`src/rtl/up_regs_pkg.sv`:
```
// rtl/up_regs_pkg.sv - shared types and constants for the copy-engine register block
package up_regs_pkg;

  localparam int UP_ADDR_WIDTH = 32;
  localparam int UP_SIZE_WIDTH = 16;

  localparam logic [4:0] REG_SRC    = 5'h00;
  localparam logic [4:0] REG_DST    = 5'h04;
  localparam logic [4:0] REG_SIZE   = 5'h08;
  localparam logic [4:0] REG_CTRL   = 5'h0C;
  localparam logic [4:0] REG_CMD    = 5'h10;
  localparam logic [4:0] REG_STATUS = 5'h14;

  localparam int CMD_PUSH    = 0;
  localparam int CMD_CLR_INT = 1;

  localparam int STAT_BUSY      = 0;
  localparam int STAT_INT_PEND  = 1;
  localparam int STAT_FULL      = 2;
  localparam int STAT_EMPTY     = 3;
  localparam int STAT_OVERFLOW  = 4;
  localparam int STAT_COUNT_LSB = 8;

  typedef struct packed {
    logic [UP_ADDR_WIDTH-1:0] src;
    logic [UP_ADDR_WIDTH-1:0] dst;
    logic [UP_SIZE_WIDTH-1:0] size;
  } up_desc_t;

  typedef enum logic [4:0] {
    DS_IDLE      = 5'b00001,
    DS_LOAD      = 5'b00010,
    DS_ISSUE     = 5'b00100,
    DS_WAIT_BUSY = 5'b01000,
    DS_WAIT_DONE = 5'b10000
  } up_disp_state_e;

endpackage

```
`src/rtl/up_desc_fifo.sv`:
```
// rtl/up_desc_fifo.sv - synchronous descriptor FIFO; full check uses the pre-cycle count
module up_desc_fifo
  import up_regs_pkg::*;
#(
  parameter  int DEPTH = 4,
  localparam int PW    = $clog2(DEPTH),
  localparam int CW    = $clog2(DEPTH + 1)
) (
  input  logic          clk_i,
  input  logic          rst_i,
  input  logic          push_i,
  input  up_desc_t      push_data_i,
  input  logic          pop_i,
  output up_desc_t      head_o,
  output logic          full_o,
  output logic          empty_o,
  output logic [CW-1:0] count_o
);

  up_desc_t      mem_q [DEPTH];
  logic [PW-1:0] wr_ptr_q, rd_ptr_q;
  logic [CW-1:0] count_q;
  logic          do_push, do_pop;

  assign full_o  = (count_q == CW'(DEPTH));
  assign empty_o = (count_q == '0);
  assign do_push = push_i & ~full_o;
  assign do_pop  = pop_i & ~empty_o;
  assign head_o  = mem_q[rd_ptr_q];
  assign count_o = count_q;

  always_ff @(posedge clk_i) begin
    if (rst_i) begin
      wr_ptr_q <= '0;
      rd_ptr_q <= '0;
      count_q  <= '0;
    end else begin
      if (do_push) wr_ptr_q <= wr_ptr_q + PW'(1);
      if (do_pop)  rd_ptr_q <= rd_ptr_q + PW'(1);
      case ({do_push, do_pop})
        2'b10:   count_q <= count_q + CW'(1);
        2'b01:   count_q <= count_q - CW'(1);
        default: count_q <= count_q;
      endcase
    end
  end

  always_ff @(posedge clk_i) begin
    if (do_push) mem_q[wr_ptr_q] <= push_data_i;
  end

endmodule

```
`src/rtl/apb_up_regs.sv`:
```
// rtl/apb_up_regs.sv - APB register file, descriptor queue and dispatcher for axi_up_ctrl
module apb_up_regs
  import up_regs_pkg::*;
#(
  parameter int APB_ADDR_WIDTH = 12,
  parameter int ADDR_WIDTH     = UP_ADDR_WIDTH,
  parameter int REG_SIZE_WIDTH = UP_SIZE_WIDTH,
  parameter int QUEUE_DEPTH    = 4
) (
  input  logic                      ACLK,
  input  logic                      ARESET,
  input  logic                      PSEL,
  input  logic                      PENABLE,
  input  logic                      PWRITE,
  input  logic [APB_ADDR_WIDTH-1:0] PADDR,
  input  logic [31:0]               PWDATA,
  output logic [31:0]               PRDATA,
  output logic                      PREADY,
  output logic                      PSLVERR,
  output logic [ADDR_WIDTH-1:0]     src_addr_o,
  output logic [ADDR_WIDTH-1:0]     dst_addr_o,
  output logic [REG_SIZE_WIDTH-1:0] size_o,
  output logic                      ctrl_int_en_o,
  output logic                      cmd_clr_int_pulse_o,
  output logic                      cmd_trigger_pulse_o,
  input  logic                      status_busy_i,
  input  logic                      status_int_pending_i
);

  localparam int CW = $clog2(QUEUE_DEPTH + 1);

  logic [ADDR_WIDTH-1:0]     src_q, src_d, dst_q, dst_d;
  logic [REG_SIZE_WIDTH-1:0] size_q, size_d;
  logic                      int_en_q, int_en_d, ovf_q, ovf_d, clr_int_q, clr_int_d;

  logic [ADDR_WIDTH-1:0]     out_src_q, out_dst_q;
  logic [REG_SIZE_WIDTH-1:0] out_size_q;
  logic                      trig_q;
  logic [1:0]                wait_cnt_q;
  up_disp_state_e            state_q;

  up_desc_t      fifo_head, push_desc;
  logic          fifo_full, fifo_empty, fifo_pop;
  logic [CW-1:0] fifo_count;

  logic [4:0]  reg_off;
  logic        access, wr, mapped, push_req, push_drop;
  logic [31:0] status_word;
  logic        unused_paddr;

  assign unused_paddr = ^{PADDR[APB_ADDR_WIDTH-1:5], PADDR[1:0]};
  assign reg_off   = {PADDR[4:2], 2'b00};
  assign access    = PSEL & PENABLE;
  assign wr        = access & PWRITE;
  assign mapped    = (reg_off <= REG_STATUS);
  assign push_req  = wr & (reg_off == REG_CMD) & PWDATA[CMD_PUSH];
  assign push_drop = push_req & fifo_full;
  assign push_desc = '{src: src_q, dst: dst_q, size: size_q};
  assign fifo_pop  = (state_q == DS_LOAD);

  assign PREADY  = 1'b1;
  assign PSLVERR = access & (~mapped | push_drop);

  always_comb begin
    status_word                             = '0;
    status_word[STAT_BUSY]                  = status_busy_i;
    status_word[STAT_INT_PEND]              = status_int_pending_i;
    status_word[STAT_FULL]                  = fifo_full;
    status_word[STAT_EMPTY]                 = fifo_empty;
    status_word[STAT_OVERFLOW]              = ovf_q;
    status_word[STAT_COUNT_LSB +: CW]       = fifo_count;
  end

  always_comb begin
    PRDATA = '0;
    if (PSEL) begin
      case (reg_off)
        REG_SRC:    PRDATA = 32'(src_q);
        REG_DST:    PRDATA = 32'(dst_q);
        REG_SIZE:   PRDATA = 32'(size_q);
        REG_CTRL:   PRDATA = {31'b0, int_en_q};
        REG_STATUS: PRDATA = status_word;
        default:    PRDATA = '0;
      endcase
    end
  end

  always_comb begin
    src_d    = src_q;
    dst_d    = dst_q;
    size_d   = size_q;
    int_en_d = int_en_q;
    ovf_d    = ovf_q;
    if (wr) begin
      case (reg_off)
        REG_SRC:    src_d    = PWDATA[ADDR_WIDTH-1:0];
        REG_DST:    dst_d    = PWDATA[ADDR_WIDTH-1:0];
        REG_SIZE:   size_d   = PWDATA[REG_SIZE_WIDTH-1:0];
        REG_CTRL:   int_en_d = PWDATA[0];
        REG_STATUS: if (PWDATA[STAT_OVERFLOW]) ovf_d = 1'b0;
        default:    ;
      endcase
    end
    if (push_drop) ovf_d = 1'b1;
    clr_int_d = wr & (reg_off == REG_CMD) & PWDATA[CMD_CLR_INT];
  end

  always_ff @(posedge ACLK) begin
    if (ARESET) begin
      src_q     <= '0;
      dst_q     <= '0;
      size_q    <= '0;
      int_en_q  <= 1'b0;
      ovf_q     <= 1'b0;
      clr_int_q <= 1'b0;
    end else begin
      src_q     <= src_d;
      dst_q     <= dst_d;
      size_q    <= size_d;
      int_en_q  <= int_en_d;
      ovf_q     <= ovf_d;
      clr_int_q <= clr_int_d;
    end
  end

  up_desc_fifo #(.DEPTH(QUEUE_DEPTH)) u_fifo (
    .clk_i       (ACLK),
    .rst_i       (ARESET),
    .push_i      (push_req),
    .push_data_i (push_desc),
    .pop_i       (fifo_pop),
    .head_o      (fifo_head),
    .full_o      (fifo_full),
    .empty_o     (fifo_empty),
    .count_o     (fifo_count)
  );

  // Trigger is raised on LOAD->ISSUE so it is high exactly while in ISSUE.
  always_ff @(posedge ACLK) begin
    if (ARESET) begin
      state_q    <= DS_IDLE;
      trig_q     <= 1'b0;
      wait_cnt_q <= '0;
      out_src_q  <= '0;
      out_dst_q  <= '0;
      out_size_q <= '0;
    end else begin
      trig_q <= 1'b0;
      case (state_q)
        DS_IDLE: if (!fifo_empty && !status_busy_i) state_q <= DS_LOAD;
        DS_LOAD: begin
          out_src_q  <= fifo_head.src;
          out_dst_q  <= fifo_head.dst;
          out_size_q <= fifo_head.size;
          trig_q     <= 1'b1;
          state_q    <= DS_ISSUE;
        end
        DS_ISSUE: begin
          wait_cnt_q <= '0;
          state_q    <= DS_WAIT_BUSY;
        end
        DS_WAIT_BUSY: begin
          if (status_busy_i)           state_q <= DS_WAIT_DONE;
          else if (wait_cnt_q == 2'd3) state_q <= DS_IDLE;
          else                         wait_cnt_q <= wait_cnt_q + 2'd1;
        end
        DS_WAIT_DONE: if (!status_busy_i) state_q <= DS_IDLE;
        default: state_q <= DS_IDLE;
      endcase
    end
  end

  assign src_addr_o          = out_src_q;
  assign dst_addr_o          = out_dst_q;
  assign size_o              = out_size_q;
  assign ctrl_int_en_o       = int_en_q;
  assign cmd_clr_int_pulse_o = clr_int_q;
  assign cmd_trigger_pulse_o = trig_q;

endmodule
```
`config.mk`:
```
export PLATFORM = sky130hd
export DESIGN_NAME = apb_up_regs
export DESIGN_NICKNAME = d
export VERILOG_FILES = /design/src/rtl/up_regs_pkg.sv /design/src/rtl/up_desc_fifo.sv /design/src/rtl/apb_up_regs.sv
export SDC_FILE = /design/constraint.sdc
export NUM_CORES = 1
export LEC_CHECK = 0
export BUFFER_PORTS_ARGS = -buffer_cell sky130_fd_sc_hd__buf_2
export CAP_MARGIN = 20
export CORE_ASPECT_RATIO = 0.75
export CORE_MARGIN = 3
export CORE_UTILIZATION = 30
export CTS_BUF_LIST = sky130_fd_sc_hd__clkbuf_8
export CTS_CLUSTER_DIAMETER = 50
export CTS_CLUSTER_SIZE = 10
export DETAILED_ROUTE_END_ITERATION = 6
export GPL_TIMING_DRIVEN = 0
export SETUP_SLACK_MARGIN = 0.5
export SYNTH_ARGS = -nofsm -noshare
export SYNTH_HDL_FRONTEND = slang
export SYNTH_SLANG_ARGS = --single-unit
```
`constraint.sdc`:
```
create_clock -name ACLK -period 4.5 [get_ports ACLK]
set_input_delay 0.225 -clock ACLK [delete_from_list [all_inputs] [get_ports ACLK]]
set_output_delay 0.225 -clock ACLK [all_outputs]
set_load 0.02 [all_outputs]
```
* Yosys cells after proc, flatten, opt, wreduce, memory -nomap -nowiden *
Memory sizes are Yosys's and may differ from the RTL's. A register that Yosys moved wholly into a read port is not among the register bits.
Cells that the tools add are included.

operators by class
  reduce and logical (&&, ||, !) cells = 17
  magnitude comparators = 1
  multiply operators = 0
  shift operators = 0
  muxes and demuxes = 18
  add/sub/neg operators = 5
  divide/modulo/power cells = 0
  eq/ne operators = 19
  bitwise gates (word level) = 13

operators by type and width
  kind                                                    count
  case mux 32 bit (5 select lines)                        1
  two-way mux 32 bit                                      1
  case mux 5 bit (5 select lines)                         1
  two-way mux 5 bit                                       4
  nonzero test 2 bit                                      5
  AND 1 bit                                               9
  equality test 3 bit (second input constant)             3
  AND reduction 3 bit                                     3
  inequality test 2 bit (second input constant)           4
  AND reduction 2 bit                                     4
  two-way mux 1 bit                                       7
  adder 2 x 1 -> 2 bit (second input constant)            3
  equality test 3 x 2 -> 1 bit (second input constant)    2
  case mux 3 bit (2 select lines)                         1
  equality test 5 x 1 -> 1 bit (second input constant)    1
  equality test 5 x 2 -> 1 bit (second input constant)    1
  equality test 5 x 3 -> 1 bit (second input constant)    1
  equality test 5 x 4 -> 1 bit (second input constant)    1
  equality test 5 bit (second input constant)             1
  less-or-equal comparator 5 bit (second input constant)  1
  zero test 5 bit                                         1
  equality test 2 bit (second input constant)             2
  two-way mux 2 bit                                       2
  case mux 2 bit (2 select lines)                         1
  other kinds (10)                                        13

word-level totals
  bits in registers = 98
  output and inout bits = 117
  memory bits (read-only) = 0
  memories kept = 1
  logic and storage cells = 86
  RAM bits = 320
  latch bits = 0
  bits of input ports = 51

memory list
  memory        depth  width  rd ports  clocked after memory_dff  write ports  RTL line            text
  u_fifo.mem_q  4      80     1         1                         1            up_desc_fifo.sv:20  up_desc_t mem_q [DEPTH];

* Longest topological paths before layout *
Gate-level depths: netlist of the first run.

  depth after elaboration = 7
  depth in mapped cells = 11
  depth with buffers taken out = 9

* Hierarchy *
From an unflattened synthesis of the first run, not the netlist that was laid out.

second synthesis, totals
  cell total of the unflattened synthesis = 1367
  area, all modules = 18987.0 um^2

modules (own cells, without submodules)
  module        cells each  area each (um^2)  sequential area each (um^2)  times used
  up_desc_fifo  472         12101.6           9789.4                       1
  apb_up_regs   895         6885.4            3423.3                       1

* Worst setup path after synthesis of the first run *
Ideal clock, no wire load.

  path kind = input-to-reg
  start = input port PADDR[3]
  end = memory u_fifo.mem_q[0][0] (netlist name) (enable)
  library setup time = 447 ps
  data arrival time = 2815 ps
  stages on the path = 5
  data required time = 4053 ps
  slack = 1238 ps
  cell sequence = buf_2 nor3b_1 and4b_1 buf_2 and2_1

between the ends
  longest elaborated chain between the ends = 6

ends and longest elaborated chain
  item                                     RTL line            text
  from (decl)                              apb_up_regs.sv:15   input logic [APB_ADDR_WIDTH-1:0] PADDR,
  equality test 3 bit                      apb_up_regs.sv:56   assign push_req = wr & (reg_off == REG_CMD) & PWDATA[CMD_PUSH];
  AND 1 bit (2 in series)                  apb_up_regs.sv:56
  AND 1 bit                                up_desc_fifo.sv:27  assign do_push = push_i & ~full_o;
  two-way mux 1 bit                        up_desc_fifo.sv:49  if (do_push) mem_q[wr_ptr_q] <= push_data_i;
  two-way mux 1 bit (not written as such)  up_desc_fifo.sv:49
  to (decl)                                up_desc_fifo.sv:20

Every way passes these cells.

* Final worst setup path of the first run *
  start = register u_fifo.count_q[2], in the netlist u_fifo.count_o[2]
  end = output port PSLVERR

between the ends
  longest elaborated chain between the ends = 4

ends and longest elaborated chain
  item                    RTL line            text
  from (decl)             up_desc_fifo.sv:22  logic [CW-1:0] count_q;
  from (signal assigned)  up_desc_fifo.sv:41  2'b10: count_q <= count_q + CW'(1);
  from (signal assigned)  up_desc_fifo.sv:42  2'b01: count_q <= count_q - CW'(1);
  from (signal assigned)  up_desc_fifo.sv:43  default: count_q <= count_q;
  equality test 3 bit     up_desc_fifo.sv:25  assign full_o = (count_q == CW'(DEPTH));
  AND 1 bit               apb_up_regs.sv:57   assign push_drop = push_req & fifo_full;
  OR 1 bit                apb_up_regs.sv:62   assign PSLVERR = access & (~mapped | push_drop);
  AND 1 bit               apb_up_regs.sv:62
  to (decl)               apb_up_regs.sv:19   output logic PSLVERR,

Every way passes these cells.

==> results.md, run 1 <==
- The flow ran to the end, and the final reports show no timing, DRC or antenna violations.
- In this run the remaining antenna-violating nets after routing total 0.
- The met1 usage in global routing is 20.3%.
- After layout, the design draws a total of 7.90 mW.
- The net switching power is 1.73 mW.
- The flop and latch count out of synthesis is 498.
- The synthesized netlist occupies a cell area of 19400 µm².
- In this run the power density over the cells is 348 nW/µm².
- For flop-to-flop paths, the worst setup slack is 1.98 ns.
- The floorplan has 79 rows.
- In this run switching power makes up 21.9% of total power.
- Counting I/O delays and the setup requirement, the final critical path takes 2.54 ns.
- Clock latency on the worst-skew pair, taken at its later pin, is 0.67 ns.
- The clock network fraction of total power is 36.8%.
- Clock-pin slew was measured on the worst setup and hold paths at 0.07 ns.
- The average instance in the mapped netlist occupies 14.2 µm².
- Leaving out fill and tap cells, the most frequent cell in the layout is edfxtp_1.
- At the pin with the least slew margin, the transition time is 0.918 ns.
- The share of cells above drive strength 1 is 31.5%.
- The worst relative slew slack is 38.8%.
- The initial antenna violation count is 11.
- The number of enable flip-flop cells after synthesis is 320.
- The routed layout has 11900 vias.
- The relative contribution of combinational cells to total power is 2.2%.
- After detailed routing, the average wire length per cell comes to 20.4 µm.
- The met3 track demand over resource in global routing is 4.26%.
- The overall global routing resource usage is 15.1%.
- The fraction of synthesis flops using an asynchronous set or reset pin is 0%.
- CTS built an H-tree with a depth of 2.
- The via count of the first global-routing pass was 11900.
- The depth of the worst register-to-register path is 10.
- Buffers inserted to repair hold after CTS numbered 33.
- The die outline height is 226 µm.
- The internal portion of total power is 6.17 mW.
- After global routing the overflow that remains totals 0.
- Summed over all nets, the half-perimeter wirelength after detailed placement is 36100 µm.
- Across the routed clock network, the largest skew measured is 0.0313 ns.
- The tool flagged a number of max-cap violations equal to 0.
- The peak per-stage delay on the critical path is 0.45 ns.
- The wire length of the first global-routing pass is 76200 µm.
- For this run, the number of Yosys warnings is 0.
- The clock sink count is 498.
- The worst min-delay path category is in2reg.
- The prevailing post-synth register cell is edfxtp_1.
- The pin count of the biggest net entering global routing is 50.
- Setup violations remaining at the end of the flow were counted as 0.
- The count of routing violations after the opening detailed-route iteration is 847.
- The post-synthesis net count is 1420.
- The clock buffer count from CTS is 58.
- In this run the critical register-to-register path is captured at u_fifo.count_o[2]$_SDFFE_PP0P_.
- After synthesis, the netlist uses 47 different library cells.
- Among all stages on the critical path, the largest delay is contributed by a21oi_1.
- The final count of pins violating max slew was 0.
- Sequential elements use 68.1% of the synthesized area.
- The post-detailed-route via-to-cell ratio is 4.73.
- For this run, global-route usage on met2 was measured as 24.0%.
- The kind of cell with the highest combined delay along the critical path is simple AND/OR/NAND/NOR gates.
- The final layout contains 1672 nets.
- The static leakage is 8.40 nW.
- Clock tree synthesis selected as its root buffer the cell clkbuf_8.
- The die is 299 µm wide.
- The final worst hold slack is 0.117 ns.
- The worst register-to-register path begins at u_fifo.count_o[2]$_SDFFE_PP0P_.
- The clock passes through at most 3 buffers.
- Setup repair after global routing left no endpoint under its margin.
- At the end of routability-driven placement, the weighted congestion stood at 0.857.
- The count of endpoints failing hold in the final timing report is 0.
- The highest achievable clock rate is 0.394 GHz.
- The number of I/O port buffers is 155.
- In the routed design, unresolved DRC markers number 0.
- TritonCTS built the clock tree.
- Data arrives at the worst endpoint at 2.32 ns.
- The maximum net fanout on the critical path is 6.
- The required time of the critical path is 4.28 ns.
- The critical path capture point type is an output port.
- Per report_power, the sequential group accounts for 61.0% of the total.
- The detailed-route wire length is 51200 µm.
- The worst hold path was traced through 5 stages.
- The quantity of gates resized following cts is 0.
- The final cycle utilization of the critical path is 56.5%.
- The most congested layer reported by global routing is met2.
- Post-CTS timing repair inserted 0 buffers for setup.
- Walking the worst path, the cells encountered are nor3b_1 -> nand3_1 -> a21oi_1 -> buf_2.
- IR analysis of the VDD net gives a maximum drop of 173 µV.
- The hold path endpoint is ovf_q$_SDFFE_PP0P_.
- Leaving out fill and tap cells, the most frequent cells in the layout are 320 x edfxtp_1, 255 x nand2_1, 190 x buf_2, 178 x dfxtp_1, 101 x a21oi_1.
- The initial cell density of the core is 30.7%.
- The detailed-router iteration count before antenna repair is 5.
- The worst setup path category is reg2out.
- From synthesis to final layout, the design area changed by 17.3%.
- The cell count after synthesis is 1362.
- The die covers 67600 µm².
- The start point of the worst min-delay path is PWRITE.
- In this run the standard cell core region covers 63000 µm².
- Pin placement for this block handled 168 I/O pins.
- The number of buffers and inverters on the critical path is 1.
- The worst setup path is launched from a flip-flop.
-- worst reg2reg max path, stage by stage (launching register included) --
cell and delay (ns):
dfxtp_1 0.43, nor3b_1 0.33, and4b_1 0.24, buf_2 0.17
inv_1 0.07, ha_1 0.17, inv_1 0.06, fa_1 0.38
xor2_1 0.16, or3_1 0.30, a21oi_1 0.14
-- cells by family after synthesis --
kind of cell             after synthesis  synth area share [%]
buffers and inverters                101                  3.02
AND/OR/NAND/NOR                      434                  10.2
flip-flops                           498                  68.1
multiplexers                         108                  10.8
adder cells (fa/ha/maj)                7                 0.491
AO/OA/AOI/OAI                        207                  7.18
XOR/XNOR                               6                 0.272
other                                  1                0.0194
-- per-layer routing --
layer	vias up	share of wire (%)	routed length, µm
li1	5440	-	-
met1	5949	44	22600
met2	410	46	23500
met3	89	7.4	3810
met4	10	2.3	1190
met5	-	0.12	63
-- through the flow --
step	TNS [ns]	util [%]	instances	cell area, µm²	setup slack (ns)
floorplan	0	-	1362	19400	1.24
global placement	-205.77	33.7	2367	21200	-0.668
detailed placement	0	33.9	2371	21300	1.94
CTS	0	36.0	2510	22700	1.95
global route	0	36.0	2510	22700	1.73
finish	0	36.1	2513	22700	1.96
-- state kept, by name, indices dropped and copies added, names as in the netlist, 2 cells and up --
| signal | count |
|---|---|
| wait_cnt_q | 2 |
| u_fifo.wr_ptr_q | 2 |
| u_fifo.rd_ptr_q | 2 |
| size_q | 16 |
| size_o | 16 |
| u_fifo.mem_q | 320 |
| dst_addr_o | 32 |
| src_addr_o | 32 |
| u_fifo.count_o | 3 |
| dst_q | 32 |
| state_q | 5 |
| src_q | 32 |
-- layout make-up --
type	count	area, µm²
clock buffers	64	881
well taps	850	1060
fillers	6083	40300
repair buffers	192	1220
clock inverters	42	171
multi-input cells	763	5610
inverters	9	33.8
flip-flops and latches	498	13200
diodes	3	7.51
plain buffers	92	551
-- power groups by stage --
stage | sequential, mW | combinational, mW | clock (mW)
2_1_floorplan | 4.92 | 0.0758 | 0
3_3_place_gp | 4.93 | 0.146 | 0
3_5_place_dp | 4.93 | 0.147 | 0
4_1_cts | 4.82 | 0.172 | 2.99
5_1_grt | 4.82 | 0.186 | 3.18
6_report | 4.82 | 0.174 | 2.90
-- worst max path at each step --
| stage | cells after the start | slack (ns) | start | to |
|---|---|---|---|---|
| floorplan | 5 | 1.24 | PADDR[3] | u_fifo.mem_q[0][0]$_DFFE_PP_ |
| global placement | 6 | -0.67 | PADDR[3] | u_fifo.mem_q[2][78]$_DFFE_PP_ |
| detailed placement | 7 | 1.94 | PADDR[3] | u_fifo.mem_q[2][74]$_DFFE_PP_ |
| CTS | 4 | 1.95 | u_fifo.count_o[2]$_SDFFE_PP0P_ | PSLVERR |
| global route | 4 | 1.73 | u_fifo.count_o[2]$_SDFFE_PP0P_ | PSLVERR |
| finish | 4 | 1.96 | u_fifo.count_o[2]$_SDFFE_PP0P_ | PSLVERR |
-- synthesized netlist by cell type, types with 2 or more instances --
| library cell | n | area share (%) |
|---|---|---|
| and4b_1 | 2 | 0.10 |
| o21ai_0 | 7 | 0.18 |
| buf_4 | 2 | 0.078 |
| or3_1 | 2 | 0.065 |
| a21oi_1 | 101 | 2.6 |
| nand3_1 | 6 | 0.16 |
| dfxtp_1 | 178 | 18 |
| nand2_1 | 255 | 4.9 |
| buf_12 | 9 | 0.93 |
| nor2b_1 | 3 | 0.097 |
| nand4_1 | 3 | 0.097 |
| xor2_1 | 5 | 0.23 |
| buf_1 | 5 | 0.097 |
| nor2_1 | 51 | 0.99 |
| a22oi_1 | 6 | 0.23 |
| clkbuf_1 | 40 | 0.78 |
| buf_2 | 35 | 0.91 |
| nor4b_1 | 2 | 0.091 |
| inv_1 | 9 | 0.17 |
| nor3b_1 | 2 | 0.078 |
| and3_1 | 9 | 0.29 |
| mux4_2 | 80 | 9.3 |
| and2_1 | 9 | 0.29 |
| a21oi_2 | 80 | 3.6 |
| o21a_1 | 6 | 0.23 |
| o31ai_1 | 2 | 0.078 |
| nand2_2 | 80 | 2.6 |
| ha_1 | 6 | 0.39 |
| mux2i_1 | 28 | 1.4 |
| edfxtp_1 | 320 | 50 |
| nor3_1 | 3 | 0.078 |
(Power assumes the default switching activity.)
==> run 2: changes to the inputs <==
clock period = 2.54 ns   (was 4.5 ns; I/O delays follow)
==> results.md, run 2 (synthesis results as in run 1) <==
- The maximum buffer depth of the clock tree is 3.
- The post-detailed-route via-to-cell ratio is 4.76.
- After detailed routing, the average wire length per cell comes to 21.0 µm.
- The total core area is 63000 µm².
- The CTS H-tree depth is 2.
- Along the worst path, the maximum fanout reaches 4.
- The first detailed-routing pass ran for 5 iterations.
- The area of the die is 67600 µm².
- The slack of the worst reg-to-reg path is 0.23 ns.
- Global routing consumed, over all layers together, 15.5% of the routing resources.
- The sequential cell area is 13200 µm².
- The depth of the worst register-to-register path is 10.
- The static leakage is 8.58 nW.
- Once the floorplan was initialized, standard cells occupied 30.7% of the core.
- CTS saw 498 sinks.
- The detailed-route wire length is 53400 µm.
- Measured against its own limit, the worst slew margin works out to 32.8%.
- In this run, flip-flops and latches consume 60.1% of the power.
- The worst hold path depth is 3.
- The start point of the worst min-delay path is ARESET.
- The power per cell area is 615 nW/µm².
- The startpoint of the worst-slack reg-to-reg timing path is u_fifo.count_o[0]$_SDFFE_PP0P_.
- The via count of the first global-routing pass is 12000.
- Summing all multi-input logic gate instances after layout gives 5710 µm².
- After clock tree synthesis, the clock-pin slew on the worst setup and hold paths is 0.08 ns.
- The type of element launching the critical path is a flip-flop.
- CTS placed an instance of clkbuf_8 at the clock tree root.
- For this run, design rule violations remaining after detail routing come to 0.
- The fraction of power spent switching nets is 22.0%.
- The via count is 12100.
- The global placer's final weighted congestion is 0.853.
- The worst-case IR drop observed on VDD is 419 µV.
- In the layout the commonest cells are 320 x edfxtp_1, 255 x nand2_1, 185 x buf_2, 149 x dfxtp_1, 99 x a21oi_1.
- The clock network fraction of total power is 37.6%.
- Leaving out fill and tap cells, the most frequent cell in the layout is edfxtp_1.
- The later pin in the worst-skew pair is clocked with a latency of 0.67 ns.
- Setup repair after global routing could not meet its margin everywhere.
- The die outline height is 226 µm.
- The pin count of the biggest net entering global routing is 52.
- The net count of the finished layout is 1695.
- The endpoint identified for the worst register-to-register timing path is u_fifo.count_o[2]$_SDFFE_PP0P_.
- TritonCTS built the clock tree.
- The final count of pins violating max slew is 0.
- During I/O placement, the number of pins put on the boundary was 168.
- The internal portion of total power is 11.1 mW.
- The share of cells above drive strength 1 is 35.0%.
- The die extent in x is 299 µm.
- The clock arrives with 0.0341 ns of skew.
- The number of nets with antenna violations after routing is 0.
- Of the available clock period, the critical path in the final layout requires 90.8%.
- Fill cells in the final layout number 6019.
- Port buffering added 155 buffers.
- The count of endpoints failing hold in the final timing report is 0.
- The hold path endpoint is state_q[0]$_SDFFE_PP1P_.
- The worst min-delay path category is in2reg.
- The total placed instance area is 21300 µm².
- The run finished with clean final reports.
- The total overflow left after global routing is 0.
- For this run, the top clock speed supported by timing is 0.434 GHz.
- Detailed placement ended at an HPWL of 36200 µm.
- In this run, CTS created clock tree buffers numbering 59.
- Setup violations remaining at the end of the flow were counted as 0.
- The time the final worst path needs with I/O delays and setup is 2.31 ns.
- The finished cells cover 23100 µm².
- The count of routing violations after the opening detailed-route iteration is 932.
- The wire length of the first global-routing pass is 77600 µm.
- The placement row count is 79.
- STA puts the critical path data required time at 3.13 ns.
- The register name with the most flops is u_fifo.mem_q.
- The critical path capture point type is a flip-flop.
- The total of max-cap violations is 0.
- The slew at the pin closest to its max-slew limit is 1.01 ns.
- Combinational logic burns 2.3% of the power.
- The data arrival time of the critical path is 2.89 ns.
- The worst setup path category is reg2reg.
- The initial antenna violation count is 8.
- The post-synthesis to final-layout area growth is 19.3%.
- The register with the most flip-flops in the layout has 320 of them.
- After layout, the design draws a total of 14.2 mW.
- Summed over all nets, the switching power comes to 3.13 mW.
-- run 2: metrics by stage --
stage	setup WS, ns	setup TNS [ns]	utilization [%]	hold slack [ns]	cells
6_report	0.233	0	36.7	0.102	2540
4_1_cts	0.259	0	36.4	0.0531	2526
3_3_place_gp	-0.833	-254.81	33.7	0.386	2367
5_1_grt	0.145	0	36.7	0.126	2539
2_1_floorplan	0.259	0	-	0.263	1362
3_5_place_dp	0.0621	0	33.9	0.391	2371
-- run 2: layer usage --
layer | GRT usage, % | vias up | share of wire (%)
met5 | 0 | - | 0.13
met4 | 4.72 | 12 | 2.7
met3 | 4.87 | 103 | 8.6
met2 | 23.5 | 431 | 45
met1 | 21.4 | 6061 | 44
li1 | - | 5485 | -
-- run 2: worst max path at each step --
stage	to	cells past startpoint	startpoint	slack, ns
global placement	u_fifo.mem_q[0][7]$_DFFE_PP_	6	PADDR[3]	-0.83
floorplan	u_fifo.mem_q[0][0]$_DFFE_PP_	4	u_fifo.count_o[2]$_SDFFE_PP0P_	0.26
detailed placement	u_fifo.mem_q[0][6]$_DFFE_PP_	7	PADDR[3]	0.06
CTS	src_addr_o[14]$_SDFFE_PP0P_	6	state_q[4]$_SDFFE_PP0P_	0.26
finish	u_fifo.count_o[2]$_SDFFE_PP0P_	10	u_fifo.count_o[0]$_SDFFE_PP0P_	0.23
global route	u_fifo.count_o[2]$_SDFFE_PP0P_	10	u_fifo.count_o[1]$_SDFFE_PP0P_	0.14
-- run 2: layout make-up --
type,count,share of cell area [%]
Timing Repair Buffer,211,6.00
Sequential cell,498,57.2
Buffer,92,2.44
Antenna cell,2,0.0217
Tap cell,850,4.61
Clock inverter,51,1.16
Multi-Input combinational cell,766,24.7
Clock buffer,61,3.64
Inverter,9,0.146
-- run 2: worst max-delay path: stages, from the launching register on --
cell	delay, ns
dfxtp_4	0.38
nor3b_4	0.21
and4b_1	0.23
buf_6	0.12
inv_1	0.05
ha_2	0.19
inv_2	0.04
fa_2	0.33
xor2_1	0.16
or3_1	0.40
a21oi_2	0.12
-- run 2: timing repair --
| item | CTS | global route |
|---|---|---|
| endpoints found under the hold margin | 85 | 0 |
| resized for setup | 31 | 30 |
| buffers inserted | 7 | 10 |
| pin swaps | 11 | 12 |
| hold buffers | 35 | 0 |
| gates cloned | 1 | 2 |
| endpoints found under the setup margin | 325 | 315 |
-- run 2: power groups by stage --
stage	combinational (mW)	sequential [mW]	clock [mW]
after floorplan	0.134	8.72	0
after global placement	0.261	8.72	0
after detailed placement	0.266	8.73	0
after CTS	0.320	8.54	5.50
after global routing	0.346	8.54	5.82
final	0.326	8.54	5.34
